File: config.mk
export PLATFORM = sky130hd
export DESIGN_NAME = block_assembler
export DESIGN_NICKNAME = d
export VERILOG_FILES = /design/src/rtl/block_assembler.sv
export SDC_FILE = /design/constraint.sdc
export NUM_CORES = 1
export LEC_CHECK = 0
export CORE_MARGIN = 5
export CORE_UTILIZATION = 45
export CTS_CLUSTER_DIAMETER = 40
export DETAILED_ROUTE_END_ITERATION = 10
export GPL_TIMING_DRIVEN = 0
export PLACE_DENSITY = 0.78
export REMOVE_ABC_BUFFERS = 1
export SLEW_MARGIN = 20
export SYNTH_ARGS = -nofsm -noshare
export SYNTH_HDL_FRONTEND = slang
export SYNTH_SLANG_ARGS = --single-unit
File: constraint.sdc
create_clock -name clk -period 2.2 [get_ports clk]
set_input_delay 0.33 -clock clk [delete_from_list [all_inputs] [get_ports clk]]
set_output_delay 0.33 -clock clk [all_outputs]
set_load 0.005 [all_outputs]
File: src/rtl/block_assembler.sv
// Drains bytes from a first-word-fall-through FIFO and packs them big-endian into
// fixed-size blocks; a flush completes the trailing partial block with PKCS#7 padding.
module block_assembler #(
    parameter int BLOCK_BYTES = 16,
    parameter int CNT_W       = 5
) (
    input  logic                     clk,
    input  logic                     n_rst,
    input  logic                     fifo_empty,
    input  logic [7:0]               fifo_r_data,
    output logic                     fifo_r_enable,
    input  logic                     flush,
    input  logic                     block_ready,
    output logic [8*BLOCK_BYTES-1:0] block_data,
    output logic                     block_valid,
    output logic                     block_padded,
    output logic                     busy
);

    typedef enum logic [1:0] {
        FILL = 2'd0,
        PAD  = 2'd1,
        HOLD = 2'd2
    } state_t;

    localparam logic [CNT_W-1:0] LAST_SLOT = CNT_W'(BLOCK_BYTES - 1);

    state_t           state_q, state_d;
    logic [CNT_W-1:0] cnt_q, cnt_d;
    logic [7:0]       pad_val_q, pad_val_d;
    logic             flush_pending_q, flush_pending_d;
    logic             padded_q, padded_d;

    logic             pop;
    logic             wr_en;
    logic [7:0]       wr_byte;
    logic             clear;

    logic [7:0]       byte_q [BLOCK_BYTES];

    always_ff @(posedge clk or negedge n_rst) begin
        if (!n_rst) begin
            state_q         <= FILL;
            cnt_q           <= '0;
            pad_val_q       <= '0;
            flush_pending_q <= 1'b0;
            padded_q        <= 1'b0;
        end else begin
            state_q         <= state_d;
            cnt_q           <= cnt_d;
            pad_val_q       <= pad_val_d;
            flush_pending_q <= flush_pending_d;
            padded_q        <= padded_d;
        end
    end

    always_comb begin
        state_d         = state_q;
        cnt_d           = cnt_q;
        pad_val_d       = pad_val_q;
        flush_pending_d = flush_pending_q | flush;
        padded_d        = padded_q;
        pop             = 1'b0;
        wr_en           = 1'b0;
        wr_byte         = fifo_r_data;
        clear           = 1'b0;

        case (state_q)
            FILL: begin
                pop = ~fifo_empty;
                if (pop) begin
                    wr_en = 1'b1;
                    cnt_d = cnt_q + 1'b1;
                    if (cnt_q == LAST_SLOT) begin
                        state_d  = HOLD;
                        padded_d = 1'b0;
                    end
                end else if (flush_pending_q) begin
                    // A flush arriving right now is kept pending for later bytes.
                    flush_pending_d = flush;
                    if (cnt_q != '0) begin
                        pad_val_d = 8'(BLOCK_BYTES) - 8'(cnt_q);
                        state_d   = PAD;
                    end
                end
            end
            PAD: begin
                wr_en   = 1'b1;
                wr_byte = pad_val_q;
                cnt_d   = cnt_q + 1'b1;
                if (cnt_q == LAST_SLOT) begin
                    state_d  = HOLD;
                    padded_d = 1'b1;
                end
            end
            HOLD: begin
                if (block_ready) begin
                    clear    = 1'b1;
                    cnt_d    = '0;
                    padded_d = 1'b0;
                    state_d  = FILL;
                end
            end
            default: begin
                state_d = FILL;
            end
        endcase
    end

    // Slot 0 lands in the most significant byte of the block.
    generate
        for (genvar gi = 0; gi < BLOCK_BYTES; gi++) begin : g_slot
            always_ff @(posedge clk or negedge n_rst) begin
                if (!n_rst) begin
                    byte_q[gi] <= '0;
                end else if (clear) begin
                    byte_q[gi] <= '0;
                end else if (wr_en && (cnt_q == CNT_W'(gi))) begin
                    byte_q[gi] <= wr_byte;
                end
            end
            assign block_data[8*(BLOCK_BYTES-1-gi) +: 8] = byte_q[gi];
        end
    endgenerate

    // Gated by reset so nothing is popped while the block is held in reset.
    assign fifo_r_enable = pop & n_rst;
    assign block_valid   = (state_q == HOLD);
    assign block_padded  = padded_q;
    assign busy          = (state_q != FILL) | (cnt_q != '0);

endmodule

==> impl_metrics.yaml <==
worst_hold_path:
  min_path_cells: 2
  hold_path_class: "in -> reg"
  whs_endpoint: "flush_pending_q"
  hold_start: "flush"
synthesis:
  yosys.area_share.simple_pct: 18.1
  ys_async_sr_fraction_pct: 100
  synth-seq-cells: 143
  yosysTopAreaCell: "dfrtp_1"
  yosysWarnings: 0
  synthTopCellsByCount: "dfrtp_1 (143), nand3_1 (107), o21ai_0 (72), o21ai_2 (32), o21ai_1 (25)"
  yosys-mux-area-fraction_pct: 0.960
  synthAdderAreaFrac_pct: 1.37
  synth_cells: 545
  synth_edf_count: 0
  synth_top_family_by_area: "simple AND/OR/NAND/NOR gates"
  synth_seq_area_share_pct: 56.0
  syn_area_sq_um: 6390
  synthDistinctLibCells: 47
  synth_xor_area_share_pct: 0.686
  ys.flop_type: "dfrtp_1"
  synth_top_cell_area_share_pct: 56.0
  synth-compound-area-share_pct: 16.9
  synth_area_leaders: "dfrtp_1 (56%), nand3_1 (8.4%), o21ai_0 (5.6%)"
  yosysMostFrequentCell: "dfrtp_1"
  synth_area_per_cell_sq_um: 11.7
floorplanning:
  boundaryPins: 145
  dieHeight_um: 129
  std_cell_rows: 43
  die_x_um: 129
  core_sq_um: 13900
  start_util_pct: 46.0
  die-area_sq_um: 16700
routing:
  num_vias: 4882
  avgViaCountPerCell: 5.58
  wire_per_inst_um: 19.3
  drc: 0
  drtPass1Iterations: 4
  drt-total-wl_um: 16900
  drtIter0Drc: 340
  drtAntennaViolNets: 0
setup_path:
  crit_path_start_kind: "register"
  worstSetupPathType: "reg -> out"
  rr_endpoint: "block_data[40]"
  crit_arrival_ns: 1.76
  setup.worst_path.end_class: "output port"
  rr_startpoint: "state_q[0]"
  reg2regPathDepth: 5
  crit_fanout: 5
  critical_path.cell_chain: "nor4b_2 > clkdlybuf4s50_1"
  cp_slowest_stage_delay_ns: 0.54
  cp_num_buf_inv: 1
  cp_slowest_cell: "clkdlybuf4s50_1"
  required_ns: 1.87
  r2r_setup_slack_ns: 0.13
  path_delay_family: "buffers and inverters"
power_and_ir_drop:
  peakVddDrop_v: 0.000934
  power.total_mw: 13.5
  pwr-share-comb_pct: 42.5
  p_leak_nw: 3.69
  p_int_mw: 8.67
  power_density_nw_per_um2: 1540
  clkPwrFrac_pct: 23.5
  power_frac_seq_pct: 34.0
  p_switching_mw: 4.79
  p_sw_share_pct: 35.6
timing:
  tightest_slew_ns: 0.847
  layout_setup_ws_ns: 0.109
  fin_crit_ns: 2.09
  fin_crit_sh_pct: 95.0
  rsz0062_at_grt: "no"
  max_freq_mhz: 478
  final-setup-viol-count: 0
  drv_slew: 0
  worst_clock_skew_ns: 0.00917
  final_hold_viol_count: 0
  timing.slew.headroom_pct: 43.5
  finalSetupTns_ns: 0
clock_tree:
  cts_tree: "built"
  numCtsBuffers: 17
  clkTransAtPathRegs_ns: 0.06
  clockBufferDepth: 2
  htreeDepth: 4
  ctsRootBufferMaster: "clkbuf_16"
  cts_sinks: 143
  clkLatencyLatePin_ns: 0.42
placed_design:
  port_buffers: 144
  dp_slack_ns: -0.297
  dp_hpwl_um: 10700
  gp_congestion: 0.818
  placed_area_sq_um: 7780
layout:
  final.fill_count: 1089
  area_growth_pct: 36.4
  final_cell_area_sq_um: 8710
  fin_util_pct: 62.8
  antenna_cells: 0
  nets: 702
  drive_gt1_share_pct: 19.9
job:
  cap_violations: 0
status:
  status: "completed"
grt:
  grt_pass1_wl_um: 27000
  grt_remaining_overflow: 0
  grt_pass1_vias: 4946
  grt_max_degree: 118
  antenna_found_initial: 0
  grtUsageTotal_pct: 21.0
## worst max path at each step
| stage | slack [ns] | to | depth (start not counted) | from |
|---|---|---|---|---|
| 2_1_floorplan | -0.35 | block_data[12] | 4 | state_q[1] |
| 3_3_place_gp | -4.57 | block_data[62] | 1 | n_rst |
| 3_5_place_dp | -0.30 | block_data[11] | 4 | state_q[0] |
| 4_1_cts | -0.03 | busy | 6 | cnt_q[1] |
| 5_1_grt | 0.01 | block_data[40] | 5 | state_q[0] |
| 6_report | 0.11 | fifo_r_enable | 2 | state_q[0] |
## power groups by stage
stage	Sequential, mW	Combinational [mW]	Clock [mW]
2_1_floorplan	4.57	2.34	0
3_3_place_gp	4.57	5.28	0
3_5_place_dp	4.64	5.50	0
4_1_cts	4.58	5.77	3.20
5_1_grt	4.71	6.22	3.33
6_report	4.58	5.72	3.16
## layout make-up
| type | count | area, sq um | share of cell area [%] |
|---|---|---|---|
| tap | 180 | 225 | 2.58 |
| inverter | 9 | 38.8 | 0.445 |
| timing repair buffer | 165 | 1700 | 19.5 |
| sequential | 143 | 3590 | 41.2 |
| multi-input combinational | 346 | 2510 | 28.8 |
| clock buffer | 19 | 443 | 5.08 |
| clock inverter | 13 | 210 | 2.41 |
## state kept, by name, summed over array words and instances (netlist names)
name	flops
cnt_q	5
block_data	128
flush_pending_q	1
block_padded	1
pad_val_q	6
state_q	2
## logic make-up (layout without fill, tap and decap cells)
group           count (synthesis)  in the layout
mux                             6              6
xor+xnor                        5              5
flops                         143            143
simple gates                  174            174
fa+ha+maj                       7              7
buf+inv                        56            206
compound gates                154            154
## routing by layer
metal	vias up	part of all wire [%]	GRT usage, %	wire length, um
met5	-	0	0	0
met4	0	1.8	5.99	301
met3	25	5.6	5.48	943
met2	156	51	34.9	8530
met1	2441	42	27.2	7080
li1	2260	-	-	-
## repair_timing
| item | 4_1_cts | 5_1_grt |
|---|---|---|
| setup buffers | 11 | 2 |
| endpoints found under the hold margin | 65 | 0 |
| hold buffers | 5 | 0 |
| gates resized for setup | 16 | 4 |
| pin swaps | 3 | 0 |
| gates cloned | 1 | 0 |
| endpoints found under the setup margin | 49 | 16 |
## metrics by stage
step,hold slack [ns],std cells
finish,0.473,875
global route,0.476,875
CTS,0.462,873
detailed placement,0.298,824
global placement,0.461,822
floorplan,0.0344,498
## cells in the final DEF (no fill, tap or decap), drive strengths merged, types with 2 or more instances in the layout
cell type	synthesis	layout
dfrtp	143	143
clkdlybuf4s50	0	142
o21ai	129	129
nand3	118	118
nand2	20	20
clkbuf	12	19
buf	35	18
nand4	14	14
inv	9	11
a21o	9	9
nor2	9	9
o221ai	8	8
ha	7	7
mux2i	5	5
bufinv	0	5
clkinv	0	4
a21oi	3	3
xor2	3	3
dlygate4sd3	0	3
nor3	2	2
xnor2	2	2
clkinvlp	0	2
nor2b	2	2
and2	2	2
and2b	2	2
(Power assumes the default switching activity.)
